### src/rtl/uart_rx_capture_pkg.sv
// -----------------------------------------------------------------------------
// uart_rx_capture_pkg
// Shared definitions for the console UART receiver: receiver FSM state
// encodings, the frame data width and a small counter-width helper.
// No ports (package).
// -----------------------------------------------------------------------------
`timescale 1ns/1ps
package uart_rx_capture_pkg;

    // Number of data bits in one 8N1 frame.
    localparam int UART_DATA_BITS = 8;

    // Receiver FSM states (3-bit encoding).
    typedef enum logic [2:0] {
        RX_IDLE  = 3'd0,
        RX_START = 3'd1,
        RX_DATA  = 3'd2,
        RX_STOP  = 3'd3,
        RX_BREAK = 3'd4
    } rx_state_e;

    // Width needed to count 0..clks_per_bit-1 (at least 1 bit).
    function automatic int bit_cnt_width(input int clks_per_bit);
        int w;
        w = $clog2(clks_per_bit);
        if (w < 1) begin
            w = 1;
        end else begin
            w = w;
        end
        return w;
    endfunction

endpackage

### src/rtl/uart_rx_capture_sync_fifo.sv
// -----------------------------------------------------------------------------
// uart_rx_capture_sync_fifo
// Show-ahead register-array FIFO holding received bytes.
// Pointers are AW+1 bits wide so that full and empty are distinguished by the
// extra wrap bit; count = wr_ptr - rd_ptr.
// Ports:
//   clk, rst   : clock, synchronous active-high reset (flushes the FIFO)
//   push_i     : write data_i at the tail
//   data_i     : byte to write
//   pop_i      : remove head byte; ignored while empty
//   data_o     : head byte (0 while empty)
//   empty_o    : FIFO holds no bytes
//   count_o    : number of bytes held
//   drop_o     : push refused because FIFO full and no pop this cycle
// -----------------------------------------------------------------------------
`timescale 1ns/1ps
module uart_rx_capture_sync_fifo #(
    parameter int WIDTH = 8,
    parameter int AW    = 4
) (
    input  logic             clk,
    input  logic             rst,
    input  logic             push_i,
    input  logic [WIDTH-1:0] data_i,
    input  logic             pop_i,
    output logic [WIDTH-1:0] data_o,
    output logic             empty_o,
    output logic [AW:0]      count_o,
    output logic             drop_o
);

    localparam int          DEPTH    = 1 << AW;
    localparam logic [AW:0] FULL_CNT = (AW+1)'(DEPTH);

    logic [WIDTH-1:0] mem_q [DEPTH];
    logic [AW:0]      wr_ptr_q;
    logic [AW:0]      wr_ptr_d;
    logic [AW:0]      rd_ptr_q;
    logic [AW:0]      rd_ptr_d;
    logic [AW:0]      count_s;
    logic             full_s;
    logic             empty_s;
    logic             pop_ok_s;
    logic             push_ok_s;

    // Occupancy, accept/refuse decisions and next pointer values.
    always_comb begin
        count_s   = wr_ptr_q - rd_ptr_q;
        full_s    = (count_s == FULL_CNT);
        empty_s   = (count_s == {(AW+1){1'b0}});
        pop_ok_s  = pop_i & ~empty_s;
        // A full FIFO still accepts a push when the head leaves the same cycle.
        push_ok_s = push_i & (~full_s | pop_ok_s);
        drop_o    = push_i & full_s & ~pop_ok_s;
        if (push_ok_s) begin
            wr_ptr_d = wr_ptr_q + {{AW{1'b0}}, 1'b1};
        end else begin
            wr_ptr_d = wr_ptr_q;
        end
        if (pop_ok_s) begin
            rd_ptr_d = rd_ptr_q + {{AW{1'b0}}, 1'b1};
        end else begin
            rd_ptr_d = rd_ptr_q;
        end
        if (empty_s) begin
            data_o = {WIDTH{1'b0}};
        end else begin
            data_o = mem_q[rd_ptr_q[AW-1:0]];
        end
        empty_o = empty_s;
        count_o = count_s;
    end

    // Pointer registers.
    always_ff @(posedge clk) begin
        if (rst) begin
            wr_ptr_q <= {(AW+1){1'b0}};
            rd_ptr_q <= {(AW+1){1'b0}};
        end else begin
            wr_ptr_q <= wr_ptr_d;
            rd_ptr_q <= rd_ptr_d;
        end
    end

    // Storage array; contents are don't-care until written, so no reset.
    always_ff @(posedge clk) begin
        if (push_ok_s) begin
            mem_q[wr_ptr_q[AW-1:0]] <= data_i;
        end
    end

endmodule

### src/rtl/uart_rx_capture.sv
// -----------------------------------------------------------------------------
// uart_rx_capture
// 8N1 UART receiver feeding a show-ahead byte FIFO. Samples the asynchronous
// serial line through a 2-FF synchronizer plus edge register, times each bit
// with a counter, assembles bytes LSB first and pushes them into the FIFO.
// Ports:
//   clk          : system clock
//   rst          : synchronous active-high reset
//   uart_rx_i    : serial line, idle high, asynchronous to clk
//   rd_en_i      : pop head byte (ignored when rd_valid_o=0)
//   rd_data_o    : head-of-FIFO byte
//   rd_valid_o   : FIFO not empty
//   fifo_count_o : bytes held
//   frame_err_o  : 1-cycle pulse, stop bit sampled low
//   overrun_o    : 1-cycle pulse, received byte dropped because FIFO full
// -----------------------------------------------------------------------------
`timescale 1ns/1ps
module uart_rx_capture
    import uart_rx_capture_pkg::*;
#(
    parameter int CLKS_PER_BIT = 434,
    parameter int FIFO_AW      = 4
) (
    input  logic               clk,
    input  logic               rst,
    input  logic               uart_rx_i,
    input  logic               rd_en_i,
    output logic [7:0]         rd_data_o,
    output logic               rd_valid_o,
    output logic [FIFO_AW:0]   fifo_count_o,
    output logic               frame_err_o,
    output logic               overrun_o
);

    localparam int               CNT_W     = bit_cnt_width(CLKS_PER_BIT);
    localparam logic [CNT_W-1:0] LAST_C    = CNT_W'(CLKS_PER_BIT - 1);
    localparam logic [CNT_W-1:0] HALF_C    = CNT_W'(CLKS_PER_BIT / 2 - 1);
    localparam logic [2:0]       LAST_BIT  = 3'(UART_DATA_BITS - 1);

    logic                      sync1_q;
    logic                      sync2_q;
    logic                      prev_q;
    rx_state_e                 state_q;
    rx_state_e                 state_d;
    logic [CNT_W-1:0]          cnt_q;
    logic [CNT_W-1:0]          cnt_d;
    logic [2:0]                bit_q;
    logic [2:0]                bit_d;
    logic [UART_DATA_BITS-1:0] shift_q;
    logic [UART_DATA_BITS-1:0] shift_d;
    logic                      frame_err_q;
    logic                      frame_err_d;
    logic                      overrun_q;
    logic                      push_s;
    logic                      drop_s;
    logic                      empty_s;

    // Synchronizer and edge register; loaded with the idle level on reset.
    always_ff @(posedge clk) begin
        if (rst) begin
            sync1_q <= 1'b1;
            sync2_q <= 1'b1;
            prev_q  <= 1'b1;
        end else begin
            sync1_q <= uart_rx_i;
            sync2_q <= sync1_q;
            prev_q  <= sync2_q;
        end
    end

    // Receiver FSM state, bit timing and shift register.
    always_ff @(posedge clk) begin
        if (rst) begin
            state_q     <= RX_IDLE;
            cnt_q       <= {CNT_W{1'b0}};
            bit_q       <= 3'd0;
            shift_q     <= {UART_DATA_BITS{1'b0}};
            frame_err_q <= 1'b0;
            overrun_q   <= 1'b0;
        end else begin
            state_q     <= state_d;
            cnt_q       <= cnt_d;
            bit_q       <= bit_d;
            shift_q     <= shift_d;
            frame_err_q <= frame_err_d;
            overrun_q   <= drop_s;
        end
    end

    // Next-state logic. The START phase counts half a bit so that all later
    // samples, spaced a full bit apart, land near the bit centres.
    always_comb begin
        state_d     = state_q;
        cnt_d       = cnt_q + {{(CNT_W-1){1'b0}}, 1'b1};
        bit_d       = bit_q;
        shift_d     = shift_q;
        push_s      = 1'b0;
        frame_err_d = 1'b0;
        case (state_q)
            RX_IDLE: begin
                cnt_d = {CNT_W{1'b0}};
                if (prev_q && !sync2_q) begin
                    state_d = RX_START;
                end else begin
                    state_d = RX_IDLE;
                end
            end
            RX_START: begin
                if (cnt_q == HALF_C) begin
                    cnt_d = {CNT_W{1'b0}};
                    bit_d = 3'd0;
                    // A line already high again at mid start bit was a glitch.
                    if (!sync2_q) begin
                        state_d = RX_DATA;
                    end else begin
                        state_d = RX_IDLE;
                    end
                end else begin
                    state_d = RX_START;
                end
            end
            RX_DATA: begin
                if (cnt_q == LAST_C) begin
                    cnt_d   = {CNT_W{1'b0}};
                    shift_d = {sync2_q, shift_q[UART_DATA_BITS-1:1]};
                    if (bit_q == LAST_BIT) begin
                        state_d = RX_STOP;
                    end else begin
                        bit_d = bit_q + 3'd1;
                    end
                end else begin
                    state_d = RX_DATA;
                end
            end
            RX_STOP: begin
                if (cnt_q == LAST_C) begin
                    cnt_d = {CNT_W{1'b0}};
                    if (sync2_q) begin
                        push_s  = 1'b1;
                        state_d = RX_IDLE;
                    end else begin
                        frame_err_d = 1'b1;
                        state_d     = RX_BREAK;
                    end
                end else begin
                    state_d = RX_STOP;
                end
            end
            RX_BREAK: begin
                cnt_d = {CNT_W{1'b0}};
                if (sync2_q) begin
                    state_d = RX_IDLE;
                end else begin
                    state_d = RX_BREAK;
                end
            end
            default: begin
                state_d = RX_IDLE;
                cnt_d   = {CNT_W{1'b0}};
                bit_d   = 3'd0;
            end
        endcase
    end

    uart_rx_capture_sync_fifo #(
        .WIDTH (UART_DATA_BITS),
        .AW    (FIFO_AW)
    ) u_fifo (
        .clk     (clk),
        .rst     (rst),
        .push_i  (push_s),
        .data_i  (shift_q),
        .pop_i   (rd_en_i),
        .data_o  (rd_data_o),
        .empty_o (empty_s),
        .count_o (fifo_count_o),
        .drop_o  (drop_s)
    );

    assign rd_valid_o  = ~empty_s;
    assign frame_err_o = frame_err_q;
    assign overrun_o   = overrun_q;

endmodule

### config.mk
export PLATFORM = sky130hd
export DESIGN_NAME = uart_rx_capture
export DESIGN_NICKNAME = d
export VERILOG_FILES = /design/src/rtl/uart_rx_capture_pkg.sv /design/src/rtl/uart_rx_capture_sync_fifo.sv /design/src/rtl/uart_rx_capture.sv
export SDC_FILE = /design/constraint.sdc
export NUM_CORES = 1
export LEC_CHECK = 0
export CORE_MARGIN = 2
export CORE_UTILIZATION = 66
export DETAILED_ROUTE_END_ITERATION = 10
export PLACE_DENSITY = 0.84
export SYNTH_ARGS = -nofsm -noshare
export SYNTH_HDL_FRONTEND = slang
export SYNTH_SLANG_ARGS = --single-unit
### constraint.sdc
create_clock -name clk -period 8.5 [get_ports clk]
set_clock_uncertainty 0.1 [all_clocks]
set_input_delay 0.85 -clock clk [delete_from_list [all_inputs] [get_ports clk]]
set_output_delay 0.85 -clock clk [all_outputs]
set_load 0.02 [all_outputs]
==> run_results.csv <==
group,metric,value,unit
placement,port-buffer-count,19,
layout,stdcell_count,616,
route,routed_wl,14200,um
synth,ys_seq_elements,170,
route,dr_total_vias,3888,
sta,hold_viol_final,0,
layout,syn2layout_area_growth,10.9,%
synth,yosysSeqAreaShare,64.7,%
synth,synth_top_area_cell,"edfxtp_1",
clocking,cts-root-buf,"clkbuf_8",
sta,fin_crit_sh,61.7,%
global_route,grt_pass1_vias,3966,
clocking,clock-sinks,170,
route,viasPerCell,6.31,
worst_setup_path,critical_path_arrival,4.29,ns
synth,ys.flop_type,"edfxtp_1",
clocking,clkLatencyLatePin,0.54,ns
route,drt_iter0_drc,410,
placement,dp.cells,584,
synth,synth_edf_count,128,
die,dieArea,11800,um2
clocking,htree_num_levels,4,
layout,drive_above_1_share,17.2,%
layout,antenna_cells,0,
worst_setup_path,path_class,"register to output port",
clocking,clk_pin_slew,0.07,ns
synth,synth_nets,462,
pwr,leakagePower,2.71,nW
clocking,numCtsBuffers,17,
sta,worstMarginPinSlew,1.22,ns
synth,yosys_warnings,0,
synth,synth.area.mux_share,14.8,%
layout,fillers,648,
clocking,postCtsResizedCells,0,
clocking,cts_hold_buf,0,
clocking,postCtsSetupBuffers,0,
synth,synth_simple_gate_area_share,10.1,%
worst_setup_path,crit_fanout,10,
die,pin_count,20,
global_route,grt_overflow,0,
run,max_cap_violations,0,
route,drc,0,
synth,syn_area,7240,um2
global_route,grtUsageTotal,26.6,%
worst_setup_path,worstPathRequired,7.55,ns
global_route,grt_pass1_wl,21800,um
min_path,hp-class,"register to register",
die,coreArea,10700,um2
sta,rsz0062_at_grt,"false",
sta,min_period,5.24,ns
placement,gp_congestion,0.817,
die,die_height,109,um
synth,synth_cell_types,54,
synth,synthAdderAreaFrac,2.70,%
die,fp.dieW,109,um
sta,fmax,191,MHz
synth,syn_avg_cell_area,16.3,um2
die,initial_utilization,67.3,%
route,wl_per_cell,23.0,um
clocking,tritoncts,"built",
global_route,grt_max_degree,39,
placement,dp_hpwl,8400,um
synth,syn_inst,443,
sta,setup_violations,0,
synth,synth_top_family_by_area,"multiplexers",
route,first_pass_iters,5,
sta,drv_slew,0,
route,postRouteAntennaNets,0,
pwr,ir_drop,0.000211,V
clocking,cts_buffer_depth,2,
synth,synth_compound_area_share,3.56,%
status,outcome,"completed",
synth,synth-xor-area-share,1.31,%
synth,synth-async-reset-ratio,0,%
layout,nets,482,
sta,slew_headroom,18.5,%
synth,netlist_top_cells_area,"edfxtp_1 (53%), dfxtp_1 (12%), mux4_2 (10%), mux4_1 (2.9%), ha_1 (2.4%)",
worst_setup_path,worst_setup_path_start_kind,"register",
pwr,power_density,271,nW/um2
sta,fin_setup_tns,0,ns
die,row_count,38,
global_route,antenna_found_initial,0,
synth,yosysTopAreaCellShare,53.1,%
worst_setup_path,cp-end-kind,"output port",
==> final cells by class <==
class                           instances  area [um2]  share of cell area [%]
Clock inverter                         14         148                    1.84
Inverter                               12        45.0                   0.561
Timing Repair Buffer                   20         198                    2.46
Tap cell                              140         175                    2.18
Sequential cell                       170        4690                    58.4
Multi-Input combinational cell        242        2350                    29.3
Clock buffer                           18         418                    5.21
==> registers in the layout (all words and copies together) (netlist names), named ones only <==
name             cells
bit_q                3
cnt_q                9
frame_err_o          1
overrun_o            1
prev_q               1
shift_q              8
state_q              3
sync1_q              1
sync2_q              1
u_fifo.mem_q       128
u_fifo.rd_ptr_q      5
u_fifo.wr_ptr_q      5
==> cell usage after synthesis (2+ instances only) <==
| cell type | number |
|---|---|
| mux2_1 | 9 |
| buf_2 | 4 |
| nand3b_1 | 2 |
| mux2i_1 | 4 |
| nor3_1 | 3 |
| or2_2 | 4 |
| nand2_1 | 19 |
| nor3b_1 | 2 |
| and3_1 | 17 |
| nor2b_4 | 5 |
| mux4_1 | 8 |
| and2_1 | 4 |
| a211o_1 | 3 |
| o21ai_0 | 2 |
| xor2_1 | 4 |
| dfxtp_1 | 42 |
| a211oi_1 | 3 |
| buf_4 | 2 |
| nand3_1 | 14 |
| clkbuf_1 | 7 |
| inv_1 | 11 |
| nand4_1 | 2 |
| buf_8 | 2 |
| nand2b_1 | 6 |
| a21oi_1 | 15 |
| a22oi_1 | 2 |
| nor2_1 | 31 |
| buf_6 | 2 |
| nor2b_1 | 12 |
| nand4b_1 | 2 |
| mux4_2 | 32 |
| ha_1 | 14 |
| xnor2_1 | 5 |
| buf_12 | 2 |
| edfxtp_1 | 128 |
==> cell usage in the layout, fill, tap and decap left out, drive strengths merged, types with 15 or more instances in the layout <==
master         Yosys  layout
nor2b             17      17
clkbuf             7      18
edfxtp           128     128
mux4              40      40
inv               12      15
dfxtp             42      42
nand2             19      19
and3              17      17
a21oi             16      16
clkdlybuf4s50      0      19
nor2              31      31
==> per-stage QoR <==
stage / setup slack (ns) / area (um2) / power [mW] / hold slack (ns) / util (%)
after floorplan: 4.93 / 7240 / 1.34 / 0.289 / -
after detailed placement: 3.85 / 7460 / 1.46 / 0.299 / 69.4
final: 3.26 / 8020 / 2.17 / 0.312 / 74.7
after global routing: 3.12 / 8020 / 2.24 / 0.332 / 74.7
after global placement: 3.92 / 7460 / 1.44 / 0.293 / 69.4
after CTS: 3.25 / 8020 / 2.18 / 0.315 / 74.7
==> cell families after synthesis <==
group / after synthesis
xor gates and xnor gates: 10
muxes: 53
DFF: 170
adders and majority gates: 15
AOI/OAI and AO/OA: 34
buffers and inverters: 31
and+or+nand+nor: 130
==> final timing paths <==
| check | start | end | slack (ns) | cells past startpoint |
|---|---|---|---|---|
| min | sync1_q | sync2_q | 0.31 | 1 |
| min reg2reg | sync1_q | sync2_q | 0.31 | 1 |
| max reg2reg | u_fifo.wr_ptr_q[0] | u_fifo.mem_q[4][3] | 5.00 | 8 |
| max | u_fifo.wr_ptr_q[0] | rd_data_o[1] | 3.26 | 9 |
==> power breakdown <==
part	switching [mW]	leakage (nW)	internal, mW
Combinational	0.226	0.915	0.262
Clock	0.316	0.266	0.419
Sequential	0.0576	1.53	0.890
Total	0.600	2.71	1.57
==> routing by layer <==
metal  share of wire [%]  track usage (%)  wire length, um
met1                  40             33.9             5640
met2                  51             43.8             7240
met3                 6.1             6.34              871
met4                 3.0             12.2              423
met5                   0                0                0
==> critical path: stages, from the launching register on <==
cell	delay, ns
dfxtp_1	0.41
inv_1	0.12
ha_1	0.23
fa_1	0.57
inv_1	0.06
or3_4	0.40
o31ai_4	0.45
and2_1	0.80
nor2b_1	0.14
clkdlybuf4s50_1	0.58
(Power assumes the default switching activity.)
